## config.mk

```make
export PLATFORM = sky130hd
export DESIGN_NAME = f1_rd_ctrl_flat
export DESIGN_NICKNAME = d
export VERILOG_FILES = /design/src/rtl/f1_rd_if.sv /design/src/rtl/f1_rd_ctrl.sv /design/src/flat_wrapper.sv
export SDC_FILE = /design/constraint.sdc
export NUM_CORES = 1
export LEC_CHECK = 0
export CAP_MARGIN = 40
export CORE_UTILIZATION = 30
export CTS_CLUSTER_DIAMETER = 50
export CTS_CLUSTER_SIZE = 16
export DETAILED_ROUTE_END_ITERATION = 8
export PLACE_DENSITY = 0.51
export SYNTH_ARGS = -nofsm -noshare
export SYNTH_HDL_FRONTEND = slang
export SYNTH_SLANG_ARGS = --single-unit
```

## constraint.sdc

```tcl
create_clock -name clk -period 3.8 [get_ports clk]
set_input_delay 0.76 -clock clk [delete_from_list [all_inputs] [get_ports clk]]
set_output_delay 0.76 -clock clk [all_outputs]
set_load 0.01 [all_outputs]
```

## src/rtl/f1_rd_if.sv

```systemverilog
// ---------------------------------------------------------------------------
// f1_rd_if
// Handshake/bus bundle between the f1 read sequencer and its controller/MAC.
//   start      controller -> sequencer   1-cycle run request (IDLE only)
//   hold       controller -> sequencer   freeze the address walk
//   abort      controller -> sequencer   only when F1_RD_ABORT_EN is defined
//   f1_raddr   sequencer  -> f1_ram      pixel read address
//   tap_valid/tap_first/tap_last/out_x/out_y
//              sequencer  -> MAC         tap qualifiers aligned to f1_rdata
//   busy, done sequencer  -> controller  run status
// Optional feature macro: F1_RD_ABORT_EN
// ---------------------------------------------------------------------------
interface f1_rd_if #(
    parameter int AW = 10,
    parameter int CW = 5
);
    logic          start;
    logic          hold;
`ifdef F1_RD_ABORT_EN
    logic          abort;
`endif
    logic [AW-1:0] f1_raddr;
    logic          tap_valid;
    logic          tap_first;
    logic          tap_last;
    logic [CW-1:0] out_x;
    logic [CW-1:0] out_y;
    logic          busy;
    logic          done;

`ifdef F1_RD_ABORT_EN
    modport master (
        output start, hold, abort,
        input  f1_raddr, tap_valid, tap_first, tap_last, out_x, out_y, busy, done
    );
    modport slave (
        input  start, hold, abort,
        output f1_raddr, tap_valid, tap_first, tap_last, out_x, out_y, busy, done
    );
`else
    modport master (
        output start, hold,
        input  f1_raddr, tap_valid, tap_first, tap_last, out_x, out_y, busy, done
    );
    modport slave (
        input  start, hold,
        output f1_raddr, tap_valid, tap_first, tap_last, out_x, out_y, busy, done
    );
`endif
endinterface

```

## src/rtl/f1_rd_ctrl.sv

```systemverilog
// ---------------------------------------------------------------------------
// f1_rd_ctrl
// Read-address sequencer for the conv-layer-1 feature RAM (2-cycle read
// latency). Walks every KxK window of the IMG_W x IMG_H map, windows and taps
// both row-major, and delivers tap qualifiers aligned with f1_rdata.
// Ports:
//   clk    in   clock, also clocks the f1_ram read port
//   rst_n  in   asynchronous active-low reset
//   bus    slave modport of f1_rd_if (start/hold/abort in; address, tap
//               qualifiers, out_x/out_y, busy, done out)
// Optional feature macro: F1_RD_ABORT_EN (adds abort of a run in progress)
//
// state   | meaning
// --------+---------------------------------------------------------------
// S_IDLE  | waiting for start, address 0, counters cleared
// S_RUN   | issuing one read per non-held cycle
// S_FLUSH | last address issued, draining the 2-stage tap pipe
// ---------------------------------------------------------------------------
module f1_rd_ctrl #(
    parameter int IMG_W = 32,
    parameter int IMG_H = 32,
    parameter int K     = 5,
    parameter int AW    = 10,
    parameter int CW    = 5
) (
    input logic    clk,
    input logic    rst_n,
    f1_rd_if.slave bus
);
    localparam int OUT_W = IMG_W - K + 1;
    localparam int OUT_H = IMG_H - K + 1;
    localparam int KCW   = (K > 1) ? $clog2(K) : 1;

    typedef enum logic [1:0] {
        S_IDLE  = 2'd0,
        S_RUN   = 2'd1,
        S_FLUSH = 2'd2
    } state_t;

    state_t         state_q, state_d;
    logic [KCW-1:0] kx_q, kx_d, ky_q, ky_d;
    logic [CW-1:0]  ox_q, ox_d, oy_q, oy_d;
    logic [AW-1:0]  addr_q, addr_d;
    logic [AW-1:0]  row_c, col_c;

    logic           p1_valid_q, p1_first_q, p1_last_q;
    logic [CW-1:0]  p1_x_q, p1_y_q;
    logic           p2_valid_q, p2_first_q, p2_last_q;
    logic [CW-1:0]  p2_x_q, p2_y_q;

    logic           issue, take, win_first, win_last, abort_c, done_c;

`ifdef F1_RD_ABORT_EN
    assign abort_c = bus.abort && (state_q != S_IDLE);
`else
    assign abort_c = 1'b0;
`endif

    assign issue     = (state_q == S_RUN) && !bus.hold;
    assign take      = issue && !abort_c;
    assign win_first = (kx_q == '0) && (ky_q == '0);
    assign win_last  = (kx_q == KCW'(K - 1)) && (ky_q == KCW'(K - 1));

    always_comb begin
        state_d = state_q;
        kx_d    = kx_q;
        ky_d    = ky_q;
        ox_d    = ox_q;
        oy_d    = oy_q;
        done_c  = 1'b0;
        case (state_q)
            S_IDLE: begin
                kx_d = '0;
                ky_d = '0;
                ox_d = '0;
                oy_d = '0;
                if (bus.start) state_d = S_RUN;
            end
            S_RUN: begin
                if (issue) begin
                    if (kx_q != KCW'(K - 1)) begin
                        kx_d = kx_q + 1'b1;
                    end else begin
                        kx_d = '0;
                        if (ky_q != KCW'(K - 1)) begin
                            ky_d = ky_q + 1'b1;
                        end else begin
                            ky_d = '0;
                            if (ox_q != CW'(OUT_W - 1)) begin
                                ox_d = ox_q + 1'b1;
                            end else begin
                                ox_d = '0;
                                if (oy_q != CW'(OUT_H - 1)) begin
                                    oy_d = oy_q + 1'b1;
                                end else begin
                                    oy_d    = '0;
                                    state_d = S_FLUSH;
                                end
                            end
                        end
                    end
                end
            end
            S_FLUSH: begin
                // Nothing is issued in FLUSH, so stage 1 is empty exactly when
                // the final tap sits in stage 2 (also correct for K=1 where
                // every tap is a window's last).
                if (p2_valid_q && p2_last_q && !p1_valid_q) begin
                    done_c  = 1'b1;
                    state_d = S_IDLE;
                end
            end
            default: state_d = S_IDLE;
        endcase

        if (abort_c) begin
            state_d = S_IDLE;
            kx_d    = '0;
            ky_d    = '0;
            ox_d    = '0;
            oy_d    = '0;
            done_c  = 1'b0;
        end

        // Counters are zero outside RUN, so the address falls back to 0 there.
        row_c  = AW'(oy_d) + AW'(ky_d);
        col_c  = AW'(ox_d) + AW'(kx_d);
        addr_d = row_c * AW'(IMG_W) + col_c;
    end

    always_ff @(posedge clk or negedge rst_n) begin
        if (!rst_n) begin
            state_q <= S_IDLE;
            kx_q    <= '0;
            ky_q    <= '0;
            ox_q    <= '0;
            oy_q    <= '0;
            addr_q  <= '0;
        end else begin
            state_q <= state_d;
            kx_q    <= kx_d;
            ky_q    <= ky_d;
            ox_q    <= ox_d;
            oy_q    <= oy_d;
            addr_q  <= addr_d;
        end
    end

    // Alignment pipe: shifts every cycle; a held or idle cycle inserts a bubble.
    always_ff @(posedge clk or negedge rst_n) begin
        if (!rst_n) begin
            p1_valid_q <= 1'b0;
            p1_first_q <= 1'b0;
            p1_last_q  <= 1'b0;
            p1_x_q     <= '0;
            p1_y_q     <= '0;
            p2_valid_q <= 1'b0;
            p2_first_q <= 1'b0;
            p2_last_q  <= 1'b0;
            p2_x_q     <= '0;
            p2_y_q     <= '0;
        end else begin
            p1_valid_q <= take;
            p1_first_q <= take && win_first;
            p1_last_q  <= take && win_last;
            p1_x_q     <= ox_q;
            p1_y_q     <= oy_q;
            p2_valid_q <= p1_valid_q && !abort_c;
            p2_first_q <= p1_first_q && !abort_c;
            p2_last_q  <= p1_last_q && !abort_c;
            p2_x_q     <= p1_x_q;
            p2_y_q     <= p1_y_q;
        end
    end

    assign bus.f1_raddr  = addr_q;
    assign bus.tap_valid = p2_valid_q;
    assign bus.tap_first = p2_first_q;
    assign bus.tap_last  = p2_last_q;
    assign bus.out_x     = p2_x_q;
    assign bus.out_y     = p2_y_q;
    assign bus.busy      = (state_q != S_IDLE);
    assign bus.done      = done_c;
endmodule
```

## src/flat_wrapper.sv

```systemverilog
// flat-port wrapper written by rule: the top's interface ports become plain ports
module f1_rd_ctrl_flat 
#(
    parameter int IMG_W = 32,
    parameter int IMG_H = 32,
    parameter int K     = 5,
    parameter int AW    = 10,
    parameter int CW    = 5
)
  (clk, rst_n, bus_start, bus_hold, bus_f1_raddr, bus_tap_valid, bus_tap_first, bus_tap_last, bus_out_x, bus_out_y, bus_busy, bus_done);
  f1_rd_if #(.AW(AW), .CW(CW)) bus_i ();
  input logic clk;
  input logic rst_n;
  input wire logic [$bits(bus_i.start)-1:0] bus_start;
  input wire logic [$bits(bus_i.hold)-1:0] bus_hold;
  output wire logic [$bits(bus_i.f1_raddr)-1:0] bus_f1_raddr;
  output wire logic [$bits(bus_i.tap_valid)-1:0] bus_tap_valid;
  output wire logic [$bits(bus_i.tap_first)-1:0] bus_tap_first;
  output wire logic [$bits(bus_i.tap_last)-1:0] bus_tap_last;
  output wire logic [$bits(bus_i.out_x)-1:0] bus_out_x;
  output wire logic [$bits(bus_i.out_y)-1:0] bus_out_y;
  output wire logic [$bits(bus_i.busy)-1:0] bus_busy;
  output wire logic [$bits(bus_i.done)-1:0] bus_done;
  assign bus_i.start = bus_start;
  assign bus_i.hold = bus_hold;
  assign bus_f1_raddr = bus_i.f1_raddr;
  assign bus_tap_valid = bus_i.tap_valid;
  assign bus_tap_first = bus_i.tap_first;
  assign bus_tap_last = bus_i.tap_last;
  assign bus_out_x = bus_i.out_x;
  assign bus_out_y = bus_i.out_y;
  assign bus_busy = bus_i.busy;
  assign bus_done = bus_i.done;
  f1_rd_ctrl #(.IMG_W(IMG_W), .IMG_H(IMG_H), .K(K), .AW(AW), .CW(CW)) u_core (.clk(clk), .rst_n(rst_n), .bus(bus_i));
endmodule
```

==> metrics, run 1 <==
Via density about 4.6; #FFs+latches synth 54; GR Layer Usage met2 17.8%; GRT Residual Overflow 0; worst skew pair latency 0.30 ns; row count 31; Period Utilization, post-route approximately 90%; R2R cell count 14; CP Launch Type flip-flop; fillers 713; Multi-input gate area 880 sq um; Hold Buf Count CTS 0; VDD IR max roughly 160 uV; WP depth 14; global routing met3 resource utilization under 10%; Synth Cell Area 0.00231 sq mm; Core Box Area ~0.0073 sq mm; clk buf depth 2; reg2reg start u_core.kx_q[0]; slowest CP cell fa_1; ANT cells 0; pwr dens 310 mW/mm^2; Final Instance Area 0.00299 sq mm; clk sink count 54; DIE WIDTH 89.7 um; hpwl dp 3260 um; worst hold start u_core.p1_y_q[2]; gr usage total about an eighth; Hold EP u_core.bus.out_y[2]; Reg2Reg Capture Point u_core.bus.f1_raddr[9]; Slew Limit Fails 0; EDFF count, synth 0; post-synth cell types 40; Syn-to-layout area delta 29.3%; fin worst setup slack 0.471 ns; syn_area_per_cell 12.1 sq um; commonest non-fill, non-tap cell in the layout dfrtp_1; Worst setup EP type flip-flop; Critical Path Max Stage Delay around 0.5 ns; Inserted Clock Buffers 5; CP dominant cell by count ha_1; Antenna Nets Post-Route 0; leading cell types in the layout, fill and taps excluded dfrtp_1, clkdlybuf4s50_1, buf_4, nand2_1, inv_1; initial antenna violation count 0; HP Class flip-flop to flip-flop; Die ar. 0.00805 sq mm; share of cells above drive strength 1 18.1%; Max Fclk about 300 MHz; largest net degree at the start of global routing 36; crit path max fanout 5; Place WS -0.341 ns; Die Y around 90 um; First-pass DRT Iterations 4; Lkg Pwr 0.00143 uW; GRT met1 Usage 18.0%; sequential share of the synthesized area between 50% and 60%; clock tree from TritonCTS built; largest delay contributor family on the critical path adder cells; reg2reg setup slack around 0.47 ns; Worst-Margin Slew 0.767 ns; crit path cell chain inv_1 > ha_1 > nand4_1 > nor3_4 > nor2_1 > o21ai_0 > o21ai_0 > ha_1 > fa_1 > ha_1 > o21ai_1 > o211ai_1 > mux2i_1 > xnor2_1; Remaining DRCs 0; Worst EP required 4.03 ns; Placed Area 0.00286 sq mm; vias in the first global route roughly 1.7k; global routing's busiest layer met1; Slew HR 48.9%; area occupied by registers 0.00135 sq mm; clock tree root driver cell clkbuf_8; Clock Pin Slew Worst Setup and Hold Paths 0.10 ns; final setup fails 0; Synth Instances 191; warning count from the yosys run 0; ys flop type dfrtp_1; Hold Path Stages 0; Placed Instances 338; TNS Setup 0 ns; status complete, no violations; WP buf/inv 1; Max Cap Violations 0; Final Wtd Congestion 0.765; clk_skew 0.00591 ns; global-route wire length before repair 7980 um; final hold violations 0; unrepaired setup endpoints after global routing false; WL/cell ~13 um; DRT Wirelength ~4500 um; NumNets Final 268; io pins 29; Net Count, Synth 211; async set-or-reset flop fraction in the synthesized netlist 100%; total power 924 uW; Starting Density 31.5%; H-Tree Depth 2; Non-Filler Instances 348; Final Critical Period 3.33 ns; Port Buffers 28; drt first-iter violations 71; kind of critical path flip-flop to flip-flop; vias post-DR roughly 1.6k; Critical Path AT 3.56 ns
-- how the worst max path moves through the flow --
stage / start / endpoint
final: u_core.kx_q[0] / u_core.bus.f1_raddr[9]
after global routing: u_core.kx_q[0] / u_core.bus.f1_raddr[9]
after CTS: bus_hold / u_core.bus.f1_raddr[9]
after detailed placement: bus_hold / u_core.bus.f1_raddr[9]
after global placement: bus_hold / u_core.bus.f1_raddr[9]
after floorplan: bus_hold / u_core.bus.f1_raddr[9]
-- stage by stage --
| stage | utilization (%) | hold slack, ns |
|---|---|---|
| finish | 40.7 | 0.353 |
| global route | 40.7 | 0.358 |
| CTS | 40.4 | 0.357 |
| detailed placement | 39.0 | 0.335 |
| global placement | 39.0 | 0.332 |
| floorplan | - | 0.331 |
-- what timing repair did --
| action | 4_1_cts | 5_1_grt |
|---|---|---|
| resized for setup | 1 | 5 |
| buffers inserted | 0 | 2 |
| pin swaps | 0 | 3 |
| setup endpoints to repair | 1 | 1 |
-- flip-flops by register name, indices dropped and copies added, names as in the netlist --
signal and cells:
u_core.p1_first_q 1, u_core.state_q 2, u_core.p1_x_q 5, u_core.bus.tap_valid 1, u_core.bus.out_y 5, u_core.p1_y_q 5, u_core.bus.f1_raddr 10, u_core.oy_q 5
u_core.bus.tap_first 1, u_core.ox_q 5, u_core.bus.out_x 5, u_core.ky_q 3, u_core.p1_last_q 1, u_core.bus.tap_last 1, u_core.kx_q 3, u_core.p1_valid_q 1
-- metal layers --
layer  share of wire [%]  wire length [um]
met2                  42              1900
met4                 1.6                73
met3                 4.1               184
met5                   0                 0
met1                  53              2380
-- synth_stat cells, drive strengths merged, types with 3 or more instances --
cell type	number	area share, %
a21oi	10	2.2
nand4	4	1.1
nor2	9	1.8
nand3	3	0.65
o22ai	3	0.81
o21ai	14	3.0
inv	15	2.4
mux2i	4	1.7
nand2	18	2.9
ha	14	7.6
dfrtp	54	59
xor2	4	1.5
xnor2	4	1.5
nor3	3	1.1
-- power breakdown --
part           internal (uW)  total, uW  switching (uW)  leakage, uW
Sequential               574        574               0     0.000708
Clock                    150        334             183    0.0000478
Combinational           3.94       16.7            12.8     0.000676
Total                    728        924             196      0.00143
-- kinds of logic after synthesis --
| logic type | count (synthesis) | share of synthesized area [%] |
|---|---|---|
| muxes | 4 | 1.73 |
| and+or+nand+nor | 45 | 10.3 |
| adders and majority gates | 16 | 9.32 |
| buffers and inverters | 20 | 3.90 |
| AOI/OAI and AO/OA | 44 | 13.2 |
| xor gates and xnor gates | 8 | 3.03 |
| DFF | 54 | 58.5 |
-- layout make-up --
cell class	count	share of cell area [%]
clock inverters	2	0.545
flip-flops and latches	54	45.2
inverters	16	2.01
clock buffers	6	2.76
repair buffers	54	15.8
well taps	99	4.15
multi-input cells	117	29.5
(Power assumes the default switching activity.)
==> run 2, diff against run 1 <==
- GPL_ROUTABILITY_DRIVEN: not set -> 0
==> results of run 2 <==
No change in the layout: final DEF, timing and power equal those of run 1.
